[src/rtl/lsu_rmw.sv]
// Load/store unit between the CPU memory stage and a word-wide data memory: sub-word stores
// use read-modify-write, loads are lane-selected and extended. Build option: LSU_BOUNDS_CHECK_EN.
module lsu_rmw #(
  parameter int MEM_WORDS = 32
) (
  input  logic        iClk,
  input  logic        iReset_n,
  input  logic        iReq,
  input  logic        iWe,
  input  logic [2:0]  iFunct3,
  input  logic [31:0] iAddr,
  input  logic [31:0] iWdata,
  output logic        oReady,
  output logic        oValid,
  output logic        oErr,
  output logic [31:0] oRdata,
  output logic [31:0] oMemAddr,
  output logic        oMemWe,
  output logic [31:0] oMemWdata,
  input  logic [31:0] iMemRdata,
  output logic [1:0]  oDbgState
);

  // Handshake: a request transfers on the posedge where iReq && oReady; oReady is high only in
  // IDLE, the CPU holds iReq until then, and oValid (qualified by oErr) pulses once per access.
  typedef enum logic [1:0] {
    IDLE = 2'd0,
    RD   = 2'd1,
    WR   = 2'd2,
    DONE = 2'd3
  } state_t;

  state_t      state_q;
  logic        we_q;
  logic [2:0]  funct3_q;
  logic [31:0] addr_q;
  logic [31:0] wdata_q;
  logic        valid_q;
  logic        err_q;
  logic        mem_we_q;
  logic [31:0] rdata_q;
  logic [31:0] mem_wdata_q;

  logic        f3_bad_d;
  logic        align_bad_d;
  logic        range_bad_d;
  logic        acc_err_d;
  logic [7:0]  byte_d;
  logic [15:0] half_d;
  logic [31:0] load_data_d;
  logic [31:0] rmw_word_d;

  always_comb begin
    f3_bad_d = 1'b0;
    case (iFunct3)
      3'b000, 3'b001, 3'b010: f3_bad_d = 1'b0;
      3'b100, 3'b101:         f3_bad_d = iWe;
      default:                f3_bad_d = 1'b1;
    endcase
    align_bad_d = ((iFunct3[1:0] == 2'b01) && iAddr[0]) ||
                  ((iFunct3[1:0] == 2'b10) && (iAddr[1:0] != 2'b00));
`ifdef LSU_BOUNDS_CHECK_EN
    range_bad_d = ({2'b00, iAddr[31:2]} >= 32'(MEM_WORDS));
`else
    // No range check: dmem wraps the address; only an empty memory rejects everything.
    range_bad_d = (MEM_WORDS < 1);
`endif
    acc_err_d = f3_bad_d || align_bad_d || range_bad_d;
  end

  always_comb begin
    byte_d = 8'h00;
    case (addr_q[1:0])
      2'b00: byte_d = iMemRdata[7:0];
      2'b01: byte_d = iMemRdata[15:8];
      2'b10: byte_d = iMemRdata[23:16];
      2'b11: byte_d = iMemRdata[31:24];
      default: byte_d = 8'h00;
    endcase
    half_d = addr_q[1] ? iMemRdata[31:16] : iMemRdata[15:0];

    load_data_d = iMemRdata;
    case (funct3_q)
      3'b000:  load_data_d = {{24{byte_d[7]}}, byte_d};
      3'b001:  load_data_d = {{16{half_d[15]}}, half_d};
      3'b100:  load_data_d = {24'h000000, byte_d};
      3'b101:  load_data_d = {16'h0000, half_d};
      default: load_data_d = iMemRdata;
    endcase
  end

  // Store lane merge: only the addressed byte/half is replaced, the rest comes from dmem.
  always_comb begin
    rmw_word_d = iMemRdata;
    if (funct3_q[1:0] == 2'b00) begin
      case (addr_q[1:0])
        2'b00: rmw_word_d[7:0]   = wdata_q[7:0];
        2'b01: rmw_word_d[15:8]  = wdata_q[7:0];
        2'b10: rmw_word_d[23:16] = wdata_q[7:0];
        2'b11: rmw_word_d[31:24] = wdata_q[7:0];
        default: rmw_word_d = iMemRdata;
      endcase
    end else if (addr_q[1]) begin
      rmw_word_d[31:16] = wdata_q[15:0];
    end else begin
      rmw_word_d[15:0] = wdata_q[15:0];
    end
  end

  always_ff @(posedge iClk) begin
    if (!iReset_n) begin
      state_q     <= IDLE;
      we_q        <= 1'b0;
      funct3_q    <= 3'b000;
      addr_q      <= 32'h0;
      wdata_q     <= 32'h0;
      valid_q     <= 1'b0;
      err_q       <= 1'b0;
      mem_we_q    <= 1'b0;
      rdata_q     <= 32'h0;
      mem_wdata_q <= 32'h0;
    end else begin
      valid_q  <= 1'b0;
      err_q    <= 1'b0;
      mem_we_q <= 1'b0;
      case (state_q)
        IDLE: begin
          if (iReq) begin
            we_q     <= iWe;
            funct3_q <= iFunct3;
            addr_q   <= iAddr;
            wdata_q  <= iWdata;
            if (acc_err_d) begin
              state_q <= DONE;
              valid_q <= 1'b1;
              err_q   <= 1'b1;
            end else if (iWe && (iFunct3[1:0] == 2'b10)) begin
              state_q     <= WR;
              mem_we_q    <= 1'b1;
              mem_wdata_q <= iWdata;
            end else begin
              state_q <= RD;
            end
          end
        end
        RD: begin
          if (we_q) begin
            state_q     <= WR;
            mem_we_q    <= 1'b1;
            mem_wdata_q <= rmw_word_d;
          end else begin
            state_q <= DONE;
            valid_q <= 1'b1;
            rdata_q <= load_data_d;
          end
        end
        WR: begin
          state_q <= DONE;
          valid_q <= 1'b1;
        end
        DONE: begin
          state_q <= IDLE;
        end
        default: begin
          state_q <= IDLE;
        end
      endcase
    end
  end

  assign oReady    = (state_q == IDLE);
  assign oValid    = valid_q;
  assign oErr      = err_q;
  assign oRdata    = rdata_q;
  assign oMemWdata = mem_wdata_q;
  assign oMemAddr  = (state_q == IDLE) ? 32'h0 : {addr_q[31:2], 2'b00};
  // A reset arriving during WR must stop the write at the very edge dmem would commit it.
  assign oMemWe    = mem_we_q & iReset_n;
  assign oDbgState = state_q;

endmodule

[config.mk]
export PLATFORM = sky130hd
export DESIGN_NAME = lsu_rmw
export DESIGN_NICKNAME = d
export VERILOG_FILES = /design/src/rtl/lsu_rmw.sv
export SDC_FILE = /design/constraint.sdc
export NUM_CORES = 1
export LEC_CHECK = 0
export BUFFER_PORTS_ARGS = -buffer_cell sky130_fd_sc_hd__buf_2
export CORE_UTILIZATION = 30
export CTS_CLUSTER_SIZE = 30
export DETAILED_ROUTE_END_ITERATION = 6
export SLEW_MARGIN = 20
export SYNTH_ARGS = -nofsm -noshare
export SYNTH_HDL_FRONTEND = slang
export SYNTH_SLANG_ARGS = --single-unit
[constraint.sdc]
create_clock -name iClk -period 2.2 [get_ports iClk]
set_clock_uncertainty 0.1 [all_clocks]
set_input_delay 0.44 -clock iClk [delete_from_list [all_inputs] [get_ports iClk]]
set_output_delay 0.44 -clock iClk [all_outputs]
set_load 0.02 [all_outputs]
Word level (Yosys, flattened, before mapping)

Cells that the tools add are included.

Bits in latches: 0
Word-level logic and storage cells: 80
Memories kept: 0
Register bits after elaboration: 121
Output and inout port bits: 102
Memory bits (writable): 0
Bits in read-only memories: 0

Magnitude comparators: 0
Multiply operators: 0
Divide/modulo/power cells: 0
Reductions and logical operators: 18
Bitwise gates (word level): 2
Shifts and indexed selects: 0
Mux-type cells: 31
Equality and inequality tests: 19
Add/sub/neg operators: 0

Operators with widths:

| operator                                                               | number |
|---|---|
| 32-bit two-way mux                                                     | 6 |
| 32-bit one-hot mux with 4 select lines                                 | 1 |
| 32-bit one-hot mux with 2 select lines                                 | 1 |
| 16-bit two-way mux                                                     | 3 |
| 8-bit two-way mux                                                      | 4 |
| 8-bit one-hot mux with 4 select lines                                  | 1 |
| 3-bit equality test (second input constant)                            | 4 |
| 2-bit equality test (second input constant)                            | 5 |
| 1-bit two-way mux                                                      | 8 |
| 2-bit one-hot mux with 4 select lines                                  | 1 |
| 2-bit by 1-bit equality test with 1-bit output (second input constant) | 3 |
| 3-bit by 1-bit equality test with 1-bit output (second input constant) | 2 |
| 2-bit logical NOT                                                      | 3 |
| 3-bit logical NOT                                                      | 2 |
| 2-bit two-way mux                                                      | 3 |
| 2-bit != test (second input constant)                                  | 3 |
| 2-bit AND reduction                                                    | 3 |
| 5-bit AND reduction                                                    | 1 |
| 1-bit one-hot mux with 2 select lines                                  | 2 |
| 2-bit nonzero test                                                     | 2 |
| 3-bit by 2-bit equality test with 1-bit output (second input constant) | 1 |
| 1-bit logical AND                                                      | 3 |
| 1-bit one-hot mux with 3 select lines                                  | 1 |
| 3-bit OR reduction                                                     | 1 |
| 5 further kinds                                                        | 6 |

Longest topological paths before layout

Depth after elaboration: 7
Gate-level depth with buffers: 11
Depth with buffers taken out: 7

Least setup slack after synthesis

Ideal clock, no wire load.

Path type: register to register
Start: register state_q[1] (netlist: oDbgState[1])
End: register mem_wdata_q[16] (netlist: oMemWdata[16])
Cell stages (with the launch flop): 12
Path buffers: 4
Slack: -0.066 ns
Data arrival time: 2.050 ns
Cells stage by stage: dfxtp_1 > inv_1 > ha_1 > buf_2 > nand2b_1 > clkbuf_1 > o21ai_1 > a21oi_4 > nor2b_2 > buf_6 > buf_6 > a22o_1

Cells in the longest elaborated chain, start to end: 3
Elaborated cells on any way between the ends: 9

Ends and longest elaborated chain:

| item                                                                                       | line | text |
|---|---|---|
| start: declaration                                                                         | 33   | `state_t state_q;` |
| start signal: assignment                                                                   | 112  | `state_q <= IDLE;` |
| start signal: assignment                                                                   | 134  | `state_q <= DONE;` |
| start signal: assignment                                                                   | 138  | `state_q <= WR;` |
| 2-bit by 1-bit equality test with 1-bit output / 2-bit logical NOT (equally long branches) | 126  | `case (state_q)` |
| 2-bit != test (no source line), or another cell as far along                               | n/a  |  |
| 5-bit AND reduction (no source line)                                                       | n/a  |  |
| end signal: assignment                                                                     | 140  | `mem_wdata_q <= iWdata;` |
| end signal: assignment                                                                     | 150  | `mem_wdata_q <= rmw_word_d;` |
| end: declaration                                                                           | 42   | `logic [31:0] mem_wdata_q;` |

Parallel ways exist; a longest one is shown, timed or not.
A chain may end at the register's enable or synchronous reset.

Final worst setup path

Start: register state_q[1] (netlist: oDbgState[1])
End: output oMemAddr[30]

Cells in the longest elaborated chain, start to end: 2

Ends and longest elaborated chain:

| item               | line | text |
|---|---|---|
| 2-bit logical NOT  | 176  | `assign oMemAddr = (state_q == IDLE) ? 32'h0 : {addr_q[31:2], 2'b00};` |
| 32-bit two-way mux | 176  |  |
| end: declaration   | 17   | `output logic [31:0] oMemAddr,` |

No other way between the ends.

==> run summary <==
Crit. End Element: output port
Routed WL: 19,800 um
Die ar.: 19,900 um^2
Post-layout util: 41.0%
Leading area contributor after synthesis: dfxtp_1
Largest family of logic cells by synthesized area: compound AO/OA/AOI/OAI gates
Max-slew headroom: 49.6%
Global-route wire length before repair: 30,300 um
Tcrit/Tclk final: 95.2%
# setup viols final: 0
WS Path Type: register to output port
Max Clk Rate: 477 MHz
Overflow after GRT: 0
Final Max Slew Viols: 0
Peak VDD IR: 0.000661 V
H-tree Lvls: 4
Vias in the first global route: 5,385
Commonest non-fill, non-tap cells in the layout: buf_2, nand2_1, dfxtp_1
Switching share of total power: 41.5%
Final GP Congestion: 0.841
Final hold slack: 167 ps
Most common cell after layout, fill and taps aside: buf_2
Residual DRC count: 0
Reg power frac: 31.1%
EDFF count, synth: 0
Hold Buf Count CTS: 0
Synth Area in Adders: 0.862%
Most common flop cell mapped by yosys: dfxtp_1
Sequential fraction of the synthesis area: 41.7%
Met1 wire length: 9490 um
Wire length on met3: 1450 um
DR top layer: met5
Leakage: 0.00334 uW
Worst Hold Class: input port to register
Startpoint class of the critical path: register
Router iterations before antenna repair: 4
Antenna Cells: 0
Synth Warn #: 0
Worst-Margin Slew: 756 ps
Vias/cell: 4.98
Area delta synth->final: 33.1%
CTS Root Cell: clkbuf_16
HPWL after DPL: 14,300 um
CTS tree: yes
Num CTS Buffers: 17
XOR/XNOR Fraction of Synth Area: 0%
Clock Power Share: 25.1%
Clk_lat worst skew: 420 ps
IO Pins: 205
Yosys top cell area share: 41.7%
Clock Path Buffers: 2
Simple-gate share of the synthesized area: 18.7%
Post-synthesis cell type count: 46
Int Pwr: 6140 uW
Ys async rst share: 0%
Die Y: 141 um
Mean post-synth cell area: 7.85 um^2
Nets: 1,031
Multiplexer share of the synthesized area: 2.52%
Initial Util: 30.8%
Cell area power density: 1360 nW/um^2
GRT Util Overall: 19.9%
Port Buf Inserts: 202
Antenna Nets Post-Route: 0
Max_cap viols: 0
Synth Cell Area: 5800 um^2
DR WL/cell: 16.6 um
Tmin final: 2090 ps
Post-synthesis compound-gate area fraction: 31.0%
Psw: 4350 uW
Comb power frac: 43.8%
Largest net degree at the start of global routing: 76
Final hold viol count: 0
Rows: 50
Number of synthesized register bits: 121
Initial antenna violation count: 2
Post-CTS Setup Bufs: 0
WL met2: 8650 um
Routed vias: 5,957
Crit Path Max Fanout: 19
Area of the core: 18,800 um^2
Crit path required time: 1660 ps
Clock tree sinks: 121
Status: finished clean
WP data arrival: 1550 ps
1st-iter DRT viols: 428
Cells after Synth: 739
Layout cells sized above 1: 29.1%
Worst-path clk slew: 60 ps
Die W: 141 um
Post-Route Setup TNS: 0 ps
Most area-consuming cells after synthesis: dfxtp_1, nand2_1, o21ai_0, a21boi_0, a21oi_1
==> state kept, by name, summed over array words and instances, names as in the netlist <==
name,count
oErr,1
oDbgState,2
oValid,1
we_q,1
oMemWdata,32
wdata_q,16
funct3_q,3
addr_q,32
mem_we_q,1
oRdata,32
==> per-stage QoR <==
stage | instance area [um^2] | total power (uW) | worst slack [ps] | std cells
global route | 7720 | 11200 | -11.7 | 1197
CTS | 7700 | 10500 | 14.0 | 1197
floorplan | 5810 | 6170 | -44.7 | 740
detailed placement | 7140 | 7810 | -39.9 | 1165
finish | 7720 | 10500 | 106 | 1197
global placement | 7140 | 7790 | 43.0 | 1165
==> kinds of logic after synthesis <==
family	Yosys count
other cells	1
buf+inv	72
fa+ha+maj	4
simple gates	243
mux	13
compound gates	285
flops	121
==> cell type report <==
cell class                 instances  area [um^2]
clock buffer                      25          485
clock inverter                     7         67.6
fill                            1940        11100
inverter                           7         26.3
multi-input combinational        547         3110
sequential                       121         2420
tap                              260          325
timing repair buffer             230         1290
==> Yosys cell counts (2+ instances only) <==
library cell	instances
a21boi_0	52
a21oi_1	75
a221oi_1	2
a22o_1	21
a22oi_1	7
a2bb2oi_1	2
a31oi_1	13
and2_1	2
buf_1	4
buf_2	5
buf_4	2
buf_6	2
clkbuf_1	52
dfxtp_1	121
ha_1	4
inv_1	7
mux2_2	2
mux2i_1	9
nand2_1	157
nand2b_1	3
nor2_1	20
nor2b_1	35
nor3_1	19
o211ai_1	14
o21ai_0	80
o21ai_1	3
o221ai_1	7
==> final timing paths <==
kind / slack (ps) / depth (start not counted) / startpoint / endpoint
worst max-delay path: 110 / 5 / oDbgState[1]$_SDFFE_PN0P_ / oMemAddr[30]
worst min-delay path: 170 / 3 / iAddr[5] / addr_q[5]$_SDFFE_PN0P_
worst max register to register: 190 / 7 / oDbgState[1]$_SDFFE_PN0P_ / oMemWdata[2]$_SDFFE_PN0P_
worst min register to register: 350 / 2 / addr_q[30]$_SDFFE_PN0P_ / addr_q[30]$_SDFFE_PN0P_
==> power by group through the flow <==
stage	clock network [uW]	logic [uW]	registers, uW
after floorplan	0	2330	3840
after global placement	0	4480	3310
after detailed placement	0	4510	3300
after CTS	2690	4540	3260
after global routing	2790	5030	3340
final	2640	4600	3260
==> routing by layer <==
metal | up-vias | track usage (%)
li1 | 2951 | -
met1 | 2753 | 27.9
met2 | 234 | 29.5
met3 | 17 | 5.43
met4 | 2 | 5.61
met5 | - | 0
==> worst max-delay path: stages (launching register included) <==
cell and delay (ps):
dfxtp_2 360, inv_1 90, ha_4 200, buf_6 170
nor2b_1 140, buf_2 180
==> what timing repair did <==
item,in CTS,in global routing
gates resized for setup,2,7
endpoints found under the setup margin,31,30
pin swaps,0,0
Power figures use the tool's default switching activity.
